--- config.mk ---
export PLATFORM = sky130hd
export DESIGN_NAME = imem_arbiter_flat
export DESIGN_NICKNAME = d
export VERILOG_FILES = /design/src/rtl/imem_arbiter_pkg.sv /design/src/rtl/imem_arbiter_if.sv /design/src/rtl/imem_arbiter_rr_pick.sv /design/src/rtl/imem_arbiter.sv /design/src/flat_wrapper.sv
export SDC_FILE = /design/constraint.sdc
export NUM_CORES = 1
export LEC_CHECK = 0
export CAP_MARGIN = 20
export CORE_MARGIN = 2
export CORE_UTILIZATION = 28
export DETAILED_ROUTE_END_ITERATION = 6
export PLACE_DENSITY_LB_ADDON = 0.08
export REMOVE_ABC_BUFFERS = 1
export SLEW_MARGIN = 20
export SYNTH_ARGS = -nofsm -noshare
export SYNTH_HDL_FRONTEND = slang
export SYNTH_SLANG_ARGS = --single-unit
--- constraint.sdc ---
create_clock -name clk -period 1.47 [get_ports clk]
set_input_delay 0.147 -clock clk [delete_from_list [all_inputs] [get_ports clk]]
set_output_delay 0.147 -clock clk [all_outputs]
set_load 0.05 [all_outputs]
--- src/rtl/imem_arbiter_pkg.sv ---
// ---------------------------------------------------------------------------
// imem_pkg : shared types and constants for the instruction-memory arbiter
// Rev 1.0
// ---------------------------------------------------------------------------
`default_nettype none

package imem_pkg;

  localparam int          IMEM_DEPTH = 64;
  localparam logic [31:0] NOP_INSTR  = 32'h00000013;

  typedef enum logic [1:0] {
    ST_IDLE  = 2'd0,
    ST_READ  = 2'd1,
    ST_RESP  = 2'd2,
    ST_WRITE = 2'd3
  } imem_state_e;

endpackage

`default_nettype wire

--- src/rtl/imem_arbiter_if.sv ---
// ---------------------------------------------------------------------------
// imem_arbiter_if : fetch, loader and RAM-side signals of the imem arbiter
// Rev 1.0
// ---------------------------------------------------------------------------
`default_nettype none

interface imem_arbiter_if #(
  parameter int IDX_W = 6
) ();

  logic             f_req;
  logic [31:0]      f_addr;
  logic             f_gnt;
  logic             f_rvalid;
  logic [31:0]      f_rdata;
  logic             l_req;
  logic [31:0]      l_addr;
  logic [31:0]      l_wdata;
  logic             l_gnt;
  logic             mem_en;
  logic             mem_we;
  logic [IDX_W-1:0] mem_idx;
  logic [31:0]      mem_wdata;
  logic [31:0]      mem_rdata;
  logic             err;

  // Arbiter view: requests and RAM read data in, grants and RAM controls out
  modport slave (
    input  f_req, f_addr, l_req, l_addr, l_wdata, mem_rdata,
    output f_gnt, f_rvalid, f_rdata, l_gnt, mem_en, mem_we, mem_idx, mem_wdata, err
  );

  modport master (
    output f_req, f_addr, l_req, l_addr, l_wdata, mem_rdata,
    input  f_gnt, f_rvalid, f_rdata, l_gnt, mem_en, mem_we, mem_idx, mem_wdata, err
  );

endinterface

`default_nettype wire

--- src/rtl/imem_arbiter_rr_pick.sv ---
// ---------------------------------------------------------------------------
// imem_rr_pick : 2-way round-robin picker, one-hot grant {loader, fetch}
// Rev 1.0
// ---------------------------------------------------------------------------
`default_nettype none

module imem_rr_pick (
  input  logic       f_req_i,
  input  logic       l_req_i,
  input  logic       last_l_i,
  output logic [1:0] gnt_o
);

  logic w_f_win;

  // On a tie the port that did not win last time takes the grant
  assign w_f_win = f_req_i & (~l_req_i | last_l_i);
  assign gnt_o   = {l_req_i & ~w_f_win, w_f_win};

endmodule

`default_nettype wire

--- src/rtl/imem_arbiter.sv ---
// ---------------------------------------------------------------------------
// imem_arbiter : arbitrates CPU fetch and program-loader access to one RAM.
// Optional IMEM_ARB_RANGE_CHK_EN blocks out-of-range accesses and pulses err.
// Rev 1.0
// ---------------------------------------------------------------------------
`default_nettype none

module imem_arbiter
  import imem_pkg::*;
#(
  parameter int DEPTH = IMEM_DEPTH,
  parameter int IDX_W = 6
) (
  input  logic           clk,
  input  logic           rst,
  imem_arbiter_if.slave  bus
);

  imem_state_e      state_q, state_d;
  logic [IDX_W-1:0] idx_q, idx_d;
  logic [31:0]      wdata_q, wdata_d;
  logic             last_l_q, last_l_d;

  logic             w_idle;
  logic [1:0]       w_pick;
  logic             w_oor_hold;
  logic             w_unused_bits;

  // Grants are withheld during reset because the reset edge would drop them
  assign w_idle = (state_q == ST_IDLE) & ~rst;

  imem_rr_pick u_pick (
    .f_req_i  (bus.f_req & w_idle),
    .l_req_i  (bus.l_req & w_idle),
    .last_l_i (last_l_q),
    .gnt_o    (w_pick)
  );

`ifdef IMEM_ARB_RANGE_CHK_EN
  logic        oor_q;
  logic [31:0] w_sel_addr;
  logic        w_oor_now;

  assign w_sel_addr = w_pick[0] ? bus.f_addr : bus.l_addr;
  assign w_oor_now  = {2'b00, w_sel_addr[31:2]} >= 32'(DEPTH);
  assign w_oor_hold = oor_q;

  always_ff @(posedge clk) begin
    if (rst) begin
      oor_q <= 1'b0;
    end else if (w_pick != 2'b00) begin
      oor_q <= w_oor_now;
    end
  end
`else
  assign w_oor_hold = 1'b0;
`endif

  // Byte-lane bits and, without range checking, the upper bits are don't-care
  assign w_unused_bits = ^{bus.f_addr, bus.l_addr, 32'(DEPTH)};

  always_comb begin
    state_d       = state_q;
    idx_d         = idx_q;
    wdata_d       = wdata_q;
    last_l_d      = last_l_q;
    bus.f_gnt     = 1'b0;
    bus.l_gnt     = 1'b0;
    bus.f_rvalid  = 1'b0;
    bus.f_rdata   = 32'h0;
    bus.mem_en    = 1'b0;
    bus.mem_we    = 1'b0;
    bus.mem_idx   = '0;
    bus.mem_wdata = 32'h0;
    bus.err       = 1'b0;

    case (state_q)
      ST_IDLE: begin
        if (w_pick[0]) begin
          bus.f_gnt = 1'b1;
          idx_d     = bus.f_addr[IDX_W+1:2];
          last_l_d  = 1'b0;
          state_d   = ST_READ;
        end else if (w_pick[1]) begin
          bus.l_gnt = 1'b1;
          idx_d     = bus.l_addr[IDX_W+1:2];
          wdata_d   = bus.l_wdata;
          last_l_d  = 1'b1;
          state_d   = ST_WRITE;
        end
      end
      ST_READ: begin
        if (!w_oor_hold) begin
          bus.mem_en  = 1'b1;
          bus.mem_idx = idx_q;
        end
        state_d = ST_RESP;
      end
      ST_RESP: begin
        bus.f_rvalid = 1'b1;
        bus.f_rdata  = w_oor_hold ? NOP_INSTR : bus.mem_rdata;
        bus.err      = w_oor_hold;
        state_d      = ST_IDLE;
      end
      ST_WRITE: begin
        if (!w_oor_hold) begin
          bus.mem_en    = 1'b1;
          bus.mem_we    = 1'b1;
          bus.mem_idx   = idx_q;
          bus.mem_wdata = wdata_q;
        end
        bus.err = w_oor_hold;
        state_d = ST_IDLE;
      end
      default: state_d = ST_IDLE;
    endcase
  end

  always_ff @(posedge clk) begin
    if (rst) begin
      state_q  <= ST_IDLE;
      idx_q    <= '0;
      wdata_q  <= 32'h0;
      last_l_q <= 1'b1;
    end else begin
      state_q  <= state_d;
      idx_q    <= idx_d;
      wdata_q  <= wdata_d;
      last_l_q <= last_l_d;
    end
  end

endmodule

`default_nettype wire

--- src/flat_wrapper.sv ---
// flat-port wrapper written by rule: the top's interface ports become plain ports
module imem_arbiter_flat import imem_pkg::*;
#(
  parameter int DEPTH = IMEM_DEPTH,
  parameter int IDX_W = 6
)
  (clk, rst, bus_f_req, bus_f_addr, bus_l_req, bus_l_addr, bus_l_wdata, bus_mem_rdata, bus_f_gnt, bus_f_rvalid, bus_f_rdata, bus_l_gnt, bus_mem_en, bus_mem_we, bus_mem_idx, bus_mem_wdata, bus_err);
  imem_arbiter_if #(.IDX_W(IDX_W)) bus_i ();
  input  logic clk;
  input  logic rst;
  input wire logic [$bits(bus_i.f_req)-1:0] bus_f_req;
  input wire logic [$bits(bus_i.f_addr)-1:0] bus_f_addr;
  input wire logic [$bits(bus_i.l_req)-1:0] bus_l_req;
  input wire logic [$bits(bus_i.l_addr)-1:0] bus_l_addr;
  input wire logic [$bits(bus_i.l_wdata)-1:0] bus_l_wdata;
  input wire logic [$bits(bus_i.mem_rdata)-1:0] bus_mem_rdata;
  output wire logic [$bits(bus_i.f_gnt)-1:0] bus_f_gnt;
  output wire logic [$bits(bus_i.f_rvalid)-1:0] bus_f_rvalid;
  output wire logic [$bits(bus_i.f_rdata)-1:0] bus_f_rdata;
  output wire logic [$bits(bus_i.l_gnt)-1:0] bus_l_gnt;
  output wire logic [$bits(bus_i.mem_en)-1:0] bus_mem_en;
  output wire logic [$bits(bus_i.mem_we)-1:0] bus_mem_we;
  output wire logic [$bits(bus_i.mem_idx)-1:0] bus_mem_idx;
  output wire logic [$bits(bus_i.mem_wdata)-1:0] bus_mem_wdata;
  output wire logic [$bits(bus_i.err)-1:0] bus_err;
  assign bus_i.f_req = bus_f_req;
  assign bus_i.f_addr = bus_f_addr;
  assign bus_i.l_req = bus_l_req;
  assign bus_i.l_addr = bus_l_addr;
  assign bus_i.l_wdata = bus_l_wdata;
  assign bus_i.mem_rdata = bus_mem_rdata;
  assign bus_f_gnt = bus_i.f_gnt;
  assign bus_f_rvalid = bus_i.f_rvalid;
  assign bus_f_rdata = bus_i.f_rdata;
  assign bus_l_gnt = bus_i.l_gnt;
  assign bus_mem_en = bus_i.mem_en;
  assign bus_mem_we = bus_i.mem_we;
  assign bus_mem_idx = bus_i.mem_idx;
  assign bus_mem_wdata = bus_i.mem_wdata;
  assign bus_err = bus_i.err;
  imem_arbiter #(.DEPTH(DEPTH), .IDX_W(IDX_W)) u_core (.clk(clk), .rst(rst), .bus(bus_i));
endmodule
# == Yosys cells after proc, flatten, opt, wreduce, memory -nomap -nowiden ==
# Cells that the tools add are included.
# word_totals
reg_bits,41
input_bits,132
out_inout_bits,76
wordCells,41
# op_classes
n_eq_ne,4
mux,18
bitwise,9
n_reduce_logical,6
# op_table
cell,count
$mux 32,2
$mux 6,3
$mux 1,10
$pmux 2 s3,1
$and 1x1->1,5
$eq 2x2->1 const B,2
$mux 2,2
$reduce_or 2->1,2
$ne 3x3->1 const B,1
$not 1->1,3
$reduce_and 3->1,1
$eq 2x1->1 const B,1
$logic_not 2->1,1
$reduce_and 2->1,1
$reduce_bool 2->1,1
$or 1x1->1,1

# == Longest topological paths before layout ==
# Gate-level depths: netlist (run 1).
# depth
depth_word,11
mapped_depth,5
depth_no_buf,3

# == By module ==
# Synthesis (run 1) repeated with hierarchy kept, for this count alone.
# hier_totals
hier_cells,276
area_unflattened_um2,2073.2
# modules_own_cells
module,n_inst,cells_per_inst,area_each_um2,seq_area_each_um2
imem_arbiter,1,272,2047.0,820.8
imem_rr_pick,1,4,26.3,0.0

# == Worst setup path after synthesis (run 1) ==
# No wires, ideal clock.
# synth_timing
path_kind,flip-flop to output port
from,register u_core.state_q[0]
to,output bus_f_gnt
arrival_time_ns,2.089
required_ns,1.323
slack_ns,-0.766
path_stages_with_launch,5
path_buffers,2
cell_sequence,dfxtp_1 -> buf_2 -> or3_4 -> clkbuf_1 -> nor3_1
# synth_between
elab_chain_cells,8
word_cells_on_any_way,9
classes_between,2 x mux; 6 x bitwise; 1 x reduce/logical
# synth_lines
element,line_no,text
from (decl),imem_arbiter.sv:19,"imem_state_e state_q, state_d;"
from (signal assigned),imem_arbiter.sv:126,state_q <= state_d;
$logic_not 2->1 (*),"imem_arbiter.sv:30, imem_arbiter.sv:77",
$and 1x1->1,imem_arbiter.sv:30,assign w_idle = (state_q == ST_IDLE) & ~rst;
$and 1x1->1,imem_arbiter.sv:34,".l_req_i (bus.l_req & w_idle),"
$not 1->1,imem_arbiter_rr_pick.sv:17,assign w_f_win = f_req_i & (~l_req_i | last_l_i);
$or 1x1->1,imem_arbiter_rr_pick.sv:17,
$and 1x1->1,imem_arbiter_rr_pick.sv:17,
$mux 1,imem_arbiter.sv:79,if (w_pick[0]) begin
$mux 1 (*),imem_arbiter.sv:77,case (state_q)
to (decl),flat_wrapper.sv:17,output wire logic [$bits(bus_i.f_gnt)-1:0] bus_f_gnt;
# Every way passes the cells marked *; elsewhere a longest branch is shown, timed or not.

# == Worst setup path in the final report (run 1) ==
# layout_timing
from,register u_core.state_q[1]
to,output bus_f_gnt
# Same word-level chain as after synthesis.

==> impl_metrics.toml, run 1 <==
[run_status]
outcome = "finished with violations"
violations = "negative setup slack"

[floorplanning]
die_x_um = 92.51
fp-row-count = 32
die_h_um = 92.51
start_util_pct = 28.68
boundaryPins = 208
coreArea_mm2 = 0.007647
floorplan.die_area_mm2 = 0.008557

[layout]
register_area_um2 = 828.3
fillers = 610
drive_gt1_share_pct = 38.04
multi_input_area_mm2 = 0.001383
final_util_pct = 65.22
diodes = 0
area_growth_pct = 127.4
nNetsFinal = 571

[timing]
fin_ws_ns = -0.06396
setup_tns_ns = -0.6166
final-hold-violation-count = 0
rsz0062_at_grt = "true"
max_freq_mhz = 651.9
finClkSkew_ns = 0.005550
period_share_pct = 104.4
finalCriticalPeriod_ns = 1.534
maxSlewViolCount = 0
setup_viol = 36

[synthesis]
synth_warnings = 0
synthCells = 287
synthTopCellsByArea = "dfxtp_1 (37%), and2_1 (11%), and3_1 (9.1%), a21oi_1 (8.9%), nand3_1 (7.3%)"
ys_ff_latch = 41
synth_top_cell_by_area = "dfxtp_1"
yosys.cell_count.top_type = "dfxtp_1"
netlist_area_mm2 = 0.002193
yosys-top-cells-count = "dfxtp_1 (41), a21oi_1 (39), and2_1 (39)"
yosysTopAreaCellShare_pct = 37.42
synthFlopType = "dfxtp_1"
synth.distinct_cells = 27
yosysSeqAreaShare_pct = 37.42
synth_edf_count = 0
postSynthAreaPerCell_um2 = 7.642
async_flop_share_pct = 0

[cts]
cts-buffers-inserted = 5
path_clk_slew_ns = 0.08
clockRootBuffer = "clkbuf_8"
holdBufCountCts = 0
clock_sinks = 41
tritoncts = "yes"
worstSkewPairLatency_ns = 0.29
clockBufferDepth = 2
cts_max_level = 2

[grt]
grt_pass1_wl_mm = 13.72
grt_pass1_vias = 2584
grt_max_degree = 41
overflow = 0
grt_usage_pct = 19.89
antenna_found_initial = 0

[worst_setup_path]
crit_fanout = 5
arrival_ns = 1.39
endpoint_kind = "output port"
slowest_stage = "or3_4"
cp.required_ns = 1.32
crit_chain = "or3_4 -> nor3_4 -> buf_6"
start_kind = "register"
worst_path_largest_cell_delay_ns = 0.43
critPathBufInv = 1
crit_type = "reg -> out"
path_delay_family = "simple AND/OR/NAND/NOR gates"

[drt]
drt_iter0_drc = 63
vias = 2700
firstDrtPassIters = 4
wire_per_inst_um = 16.43
ant_nets = 0
viasPerCell = 4.991
drt_wl_total_mm = 8.891
drc = 0

[pwr]
vdd_ir_drop_max_mv = 0.4235
leakage_nw = 1.980
p_per_area_mw_per_mm2 = 645.2

[job]
drv_cap = 0

[placement]
place_hpwl_mm = 6.479
gp_congestion = 0.7812
port_buffers = 154

[hold_path]
hold_path_class = "in -> reg"
[layout by cell type, fill, tap and decap left out, types with 2 or more instances in the layout]
cell type / count
o21ai_1: 14
buf_4: 20
o21ai_0: 3
dfxtp_1: 39
buf_12: 77
o21ai_2: 15
a311oi_1: 6
o31ai_1: 6
a21oi_1: 39
nand4_1: 6
and2_1: 7
clkbuf_8: 6
and3_1: 32
and2_4: 32
nand3_1: 32
buf_6: 5
dfxtp_4: 2
nor3_4: 2
clkdlybuf4s50_1: 78
[state kept, by name (all words and copies together), names as in the netlist]
register         count
u_core.state_q       2
u_core.wdata_q      32
u_core.idx_q         6
u_core.last_l_q      1
[power by group]
group	switching (mW)	total (mW)	internal [mW]
clock network	0.370	0.743	0.373
registers	0.0402	1.21	1.17
logic	0.627	1.26	0.638
[area by class of cell]
class	instances	area share, %
well taps	102	2.559
clock buffers	7	1.731
multi-input cells	208	27.72
repair buffers	182	51.30
flip-flops and latches	41	16.61
inverters	1	0.07526
[path summary, 6_finish.rpt]
| kind | slack [ns] | startpoint | to | cells past startpoint |
|---|---|---|---|---|
| max reg2reg | -0.02 | u_core.state_q[1] | u_core.idx_q[4] | 4 |
| min reg2reg | 0.46 | u_core.wdata_q[30] | u_core.wdata_q[30] | 2 |
| max | -0.06 | u_core.state_q[1] | bus_f_gnt | 3 |
| min | 0.37 | rst | u_core.wdata_q[28] | 5 |
[metrics by stage]
step | area (µm²) | setup WS, ns | cells | total power [mW] | hold WS, ns
3_3_place_gp | 4642 | -0.1484 | 529 | 2.350 | 0.4551
4_1_cts | 4826 | -0.1187 | 538 | 3.165 | 0.4053
3_5_place_dp | 4642 | -0.1673 | 529 | 2.363 | 0.4625
5_1_grt | 4987 | -0.1135 | 541 | 3.367 | 0.4019
2_1_floorplan | 2031 | -1.492 | 250 | 1.680 | 0.2161
6_report | 4987 | -0.06396 | 541 | 3.218 | 0.3736
[worst register-to-register path, cell delays in order, from the launching register on]
cell      delay, ns
dfxtp_4        0.36
or3_4          0.43
buf_4          0.19
o31ai_1        0.26
a311oi_1       0.12
[timing repair]
item                                    CTS  global route
endpoints found under the setup margin   73           106
resized for setup                        47            48
hold endpoints to repair                  0             0
cloned                                    0             1
buffers inserted                          2             2
pin swaps                                 1             3
[routing by layer]
layer,track usage (%),up-vias,share of wire (%)
met5,0,-,0
met4,5.100,0,1.0
met3,7.974,6,11
met2,33.45,115,48
met1,23.56,1265,40
li1,-,1314,-
[kinds of logic after synthesis]
kind of cell | count (synthesis) | share of synthesized area (%)
flip-flops | 41 | 37.42
buffers and inverters | 38 | 7.587
AO/OA/AOI/OAI | 86 | 21.91
AND/OR/NAND/NOR | 121 | 32.92
other | 1 | 0.1710
Note: power is estimated with default switching activity, not from simulation.
==> run 2, diff against run 1 <==
Settings changed: ABC_AREA set to 1, CORE_UTILIZATION 28 to 27.
==> impl_metrics.toml, run 2 <==
[run_status]
outcome = "finished clean"

[placement]
gp_congestion = 0.7635
port_buffers = 154
place_hpwl_mm = 5.253
dp_cells = 616

[grt]
gr-usage-met2_pct = 30.83
grt_usage_pct = 16.49
use_met3_pct = 6.822
antenna_found_initial = 0
grt_pass1_wl_mm = 11.72
grt_use_met1_pct = 17.07
grt_pass1_vias = 2589
busiest_layer = "met2"
grt_max_degree = 34
overflow = 0

[cts]
worstSkewPairLatency_ns = 0.29
tritoncts = "yes"
cts_max_level = 2
cts-buffers-inserted = 5
clockRootBuffer = "clkbuf_8"
clock_sinks = 41
path_clk_slew_ns = 0.08
clockBufferDepth = 2

[floorplanning]
fp-row-count = 32
floorplan.die_area_mm2 = 0.008841
coreArea_mm2 = 0.007807
die_h_um = 94.03
start_util_pct = 28.03
boundaryPins = 208
die_x_um = 94.03

[timing]
period_share_pct = 98.48
finClkSkew_ns = 0.005923
final-hold-violation-count = 0
rsz0062_at_grt = "true"
maxSlewViolCount = 0
setup_tns_ns = 0
setup_viol = 0
finalCriticalPeriod_ns = 1.448
max_freq_mhz = 690.8

[worst_setup_path]
crit_type = "reg -> out"
cp.required_ns = 1.32
endpoint_kind = "output port"
arrival_ns = 1.30
crit_fanout = 33
start_kind = "register"

[synthesis]
synth_edf_count = 0
postSynthAreaPerCell_um2 = 5.995
synthFlopType = "dfxtp_1"
muxShareOfSynthArea_pct = 0
async_flop_share_pct = 0
yosys.area_share.xor_xnor_pct = 0
ys_ff_latch = 41
yosysTopAreaCellShare_pct = 37.51
netlist_area_mm2 = 0.002188
yosys.area_share.simple_pct = 32.70
yosys.cell_count.top_type = "nor2_1"
synthAdderAreaFrac_pct = 0
synth_top_family_by_area = "simple AND/OR/NAND/NOR gates"
synth_warnings = 0
synth_top_cell_by_area = "dfxtp_1"
synthCells = 365
yosysSeqAreaShare_pct = 37.51
synth_compound_area_share_pct = 9.434
synthTopCellsByArea = "dfxtp_1 (38%), nor2_1 (24%), inv_1 (14%), o21ai_1 (6.9%), nand2_1 (5.0%)"
yosys-top-cells-count = "nor2_1 (138), inv_1 (81), dfxtp_1 (41), o21ai_1 (30), nand2_1 (29)"
synth.distinct_cells = 18

[pwr]
leakage_nw = 2.159
p_per_area_mw_per_mm2 = 713.2
seqPwrFrac_pct = 36.2
vdd_ir_drop_max_mv = 0.4368
p_sw_mw = 1.111
sw_frac_of_total_pct = 32.20
pwr-share-clk_pct = 27.2
combPwrFrac_pct = 36.6
p_int_mw = 2.339

[layout]
final_util_pct = 61.96
largest_reg_flops = 32
register_area_um2 = 825.8
nNetsFinal = 660
area_growth_pct = 121.0
fillers = 706
instances_no_fill = 631
multi_input_area_mm2 = 0.001169
diodes = 0
mostFrequentLayoutCells = "clkdlybuf4s50_1 (79), inv_1 (78), nor2_1 (73)"
final_common_cell = "clkdlybuf4s50_1"
regMostFlops = "u_core.wdata_q"
top_regs = "u_core.wdata_q x32, u_core.idx_q x6, u_core.state_q x2"
drive_gt1_share_pct = 34.40

[drt]
viasPerCell = 4.230
firstDrtPassIters = 4
vias = 2669
drt_wl_total_mm = 7.510
drt_iter0_drc = 67
ant_nets = 0
wire_per_inst_um = 11.90
drc = 0

[job]
drv_cap = 0

[hold_path]
hold_path_class = "in -> reg"
[run 2: cell type report]
class	instances	share of cell area, %
Clock buffer	7	1.785
Clock inverter	1	0.6208
Inverter	83	6.492
Multi-Input combinational cell	220	24.16
Sequential cell	41	17.07
Tap cell	102	2.638
Timing Repair Buffer	177	47.23
[run 2: power groups by stage]
stage               clock [mW]  sequential (mW)  combinational [mW]
floorplan                    0             1.28               0.535
global placement             0             1.27                1.09
detailed placement           0             1.27                1.10
CTS                      0.967             1.25                1.23
global route              1.01             1.26                1.35
finish                   0.939             1.25                1.26
[run 2: worst paths after layout]
check                           from            endpoint  slack, ns  depth (start not counted)
hold / removal       bus_l_wdata[22]  u_core.wdata_q[22]       0.44                          3
hold reg to reg   u_core.wdata_q[20]  u_core.wdata_q[20]       0.50                          2
setup reg to reg   u_core.state_q[0]  u_core.wdata_q[29]       0.13                          8
setup / recovery   u_core.state_q[0]   bus_mem_wdata[26]       0.02                          4
[run 2: kinds of logic after synthesis]
kind of cell / Yosys count
buf+inv: 104
flops: 41
other cells: 1
simple gates: 179
compound gates: 40
[run 2: timing repair]
item / CTS / global route
gates resized for setup: 108 / 22
pin swaps: 2 / 3
hold endpoints to repair: 0 / 0
setup buffers: 3 / 3
gates cloned: 1 / 0
setup endpoints to repair: 66 / 73
hold buffers: 0 / 0
[run 2: metal layers]
layer	vias to the layer above	wire, µm
li1	1371	-
met1	1187	2860
met2	107	3736
met3	4	875
met4	0	37
met5	-	0
[run 2: critical path: stages (launching register included)]
cell	delay [ns]
dfxtp_4	0.39
nand2_1	0.09
buf_12	0.20
nor2_2	0.16
buf_12	0.15
[run 2: stage by stage]
step                      setup WS [ns]  total power [mW]  hold slack, ns  cell area, µm²
after floorplan                  -1.395             1.811          0.2819            2058
after global placement         -0.06165             2.355          0.4743            4248
after detailed placement       -0.06629             2.364          0.4868            4248
after CTS                      -0.01023             3.440          0.4295            4720
after global routing           -0.07064             3.628          0.4449            4837
final                           0.02237             3.450          0.4411            4837
==> run 3, diff against run 2 <==
Settings changed: CORE_MARGIN 2 to 3.
==> impl_metrics.toml, run 3 (same netlist as run 2, synthesis figures left out) <==
[run_status]
outcome = "finished with violations"
violations = "negative setup slack"

[hold_path]
hold_end = "u_core.wdata_q[7]"
min_path_cells = 3
min_from = "bus_l_wdata[7]"
hold_path_class = "in -> reg"

[worst_setup_path]
r2r_end = "u_core.wdata_q[0]"
crit_type = "reg -> out"
slowest_stage = "dfxtp_2"
start_kind = "register"
rrSetupSlack_ns = 0.13
endpoint_kind = "output port"
arrival_ns = 1.34
crit_fanout = 8
cp.required_ns = 1.32
crit_chain = "inv_2 -> nor2_4 -> inv_4 -> clkbuf_16 -> nor2_2 -> buf_6"
crit-reg2reg-launch = "u_core.last_l_q"
worst_path_largest_cell_delay_ns = 0.36
ff2ff_path_depth = 7

[pwr]
seqPwrFrac_pct = 38.2
leakage_nw = 2.184
p_sw_mw = 1.124
sw_frac_of_total_pct = 34.41
p_per_area_mw_per_mm2 = 674.1
pwr-share-clk_pct = 22.1
vdd_ir_drop_max_mv = 0.3535
combPwrFrac_pct = 39.7
p_int_mw = 2.142

[floorplanning]
die_x_um = 96.03
floorplan.die_area_mm2 = 0.009221
fp-row-count = 32
coreArea_mm2 = 0.007807
boundaryPins = 208
start_util_pct = 28.03
die_h_um = 96.03

[drt]
drc = 0
viasPerCell = 4.183
vias = 2656
drt_iter0_drc = 105
drt_wl_total_mm = 7.973
firstDrtPassIters = 4
wire_per_inst_um = 12.56
ant_nets = 0

[timing]
finalCriticalPeriod_ns = 1.492
period_share_pct = 101.5
maxSlewViolCount = 0
fin_hold_ws_ns = 0.4370
finClkSkew_ns = 0.002523
setup_viol = 9
setup_tns_ns = -0.05251
final-hold-violation-count = 0
max_freq_mhz = 670.3
fin_ws_ns = -0.02187
rsz0062_at_grt = "true"

[layout]
mostFrequentLayoutCells = "inv_1 (79), clkdlybuf4s50_1 (79), nor2_1 (73)"
design_area_mm2 = 0.004845
top_regs = "u_core.wdata_q x32, u_core.idx_q x6, u_core.state_q x2"
diodes = 0
drive_gt1_share_pct = 34.71
fillers = 695
regMostFlops = "u_core.wdata_q"
instances_no_fill = 635
final_util_pct = 62.05
largest_reg_flops = 32
area_growth_pct = 121.4
nNetsFinal = 664

[placement]
gp_congestion = 0.7116
place_hpwl_mm = 5.412
dp_cells = 615
place_area_mm2 = 0.004253
port_buffers = 154

[cts]
clockBufferDepth = 2
clock_sinks = 41
cts_max_level = 2
tritoncts = "yes"
worstSkewPairLatency_ns = 0.29
cts-buffers-inserted = 5
holdBufCountCts = 0
clockRootBuffer = "clkbuf_8"
path_clk_slew_ns = 0.08

[grt]
grt_max_degree = 33
grt_pass1_vias = 2381
overflow = 0
antenna_found_initial = 0
grt_usage_pct = 14.98
grt_pass1_wl_mm = 10.97

[job]
drv_cap = 0
run 3: worst max path at each step:
stage / from / endpoint / depth (start not counted)
after floorplan: u_core.state_q[0] / bus_f_rdata[0] / 3
after global placement: rst / u_core.idx_q[0] / 8
after detailed placement: bus_l_req / u_core.idx_q[2] / 8
after CTS: u_core.state_q[0] / bus_f_rdata[5] / 5
after global routing: u_core.state_q[1] / bus_f_rdata[0] / 6
final: u_core.state_q[1] / bus_f_rdata[0] / 6
run 3: area by class of cell:
class	count	area, µm²	share of cell area, %
inverter	83	314.1	6.482
clock buffer	6	72.57	1.498
clock inverter	2	10.01	0.2066
tap	102	127.6	2.634
multi-input combinational	220	1144	23.61
timing repair buffer	181	2351	48.53
sequential	41	825.8	17.05
run 3: layer usage:
| metal | track usage, % | vias up | part of all wire [%] |
|---|---|---|---|
| met5 | 0 | - | 0 |
| met1 | 17.02 | 1165 | 37 |
| met2 | 25.47 | 102 | 50 |
| met4 | 4.265 | 0 | 1.1 |
| met3 | 6.411 | 10 | 12 |
| li1 | - | 1379 | - |
run 3: worst max-delay path: cells and delay by family, from the launching register on:
kind / cells / cell delay, ns
buffers and inverters: 4 / 0.47
DFF: 1 / 0.36
and+or+nand+nor: 2 / 0.22
run 3: timing repair:
item	CTS	global route
gates resized for setup	42	82
buffers inserted	3	6
cloned	0	3
setup endpoints to repair	67	66
pin swaps	1	2
run 3: power by group through the flow:
| stage | clock network [mW] | registers, mW | logic (mW) |
|---|---|---|---|
| finish | 0.720 | 1.25 | 1.30 |
| global route | 0.801 | 1.26 | 1.39 |
| CTS | 0.756 | 1.25 | 1.15 |
| detailed placement | 0 | 1.27 | 1.10 |
| global placement | 0 | 1.27 | 1.10 |
| floorplan | 0 | 1.28 | 0.535 |
run 3: metrics by stage:
stage | worst slack [ns] | power [mW]
after CTS | -0.03726 | 3.156
after detailed placement | -0.04765 | 2.374
final | -0.02187 | 3.266
after floorplan | -1.395 | 1.811
after global placement | -0.03883 | 2.363
after global routing | -0.1063 | 3.451
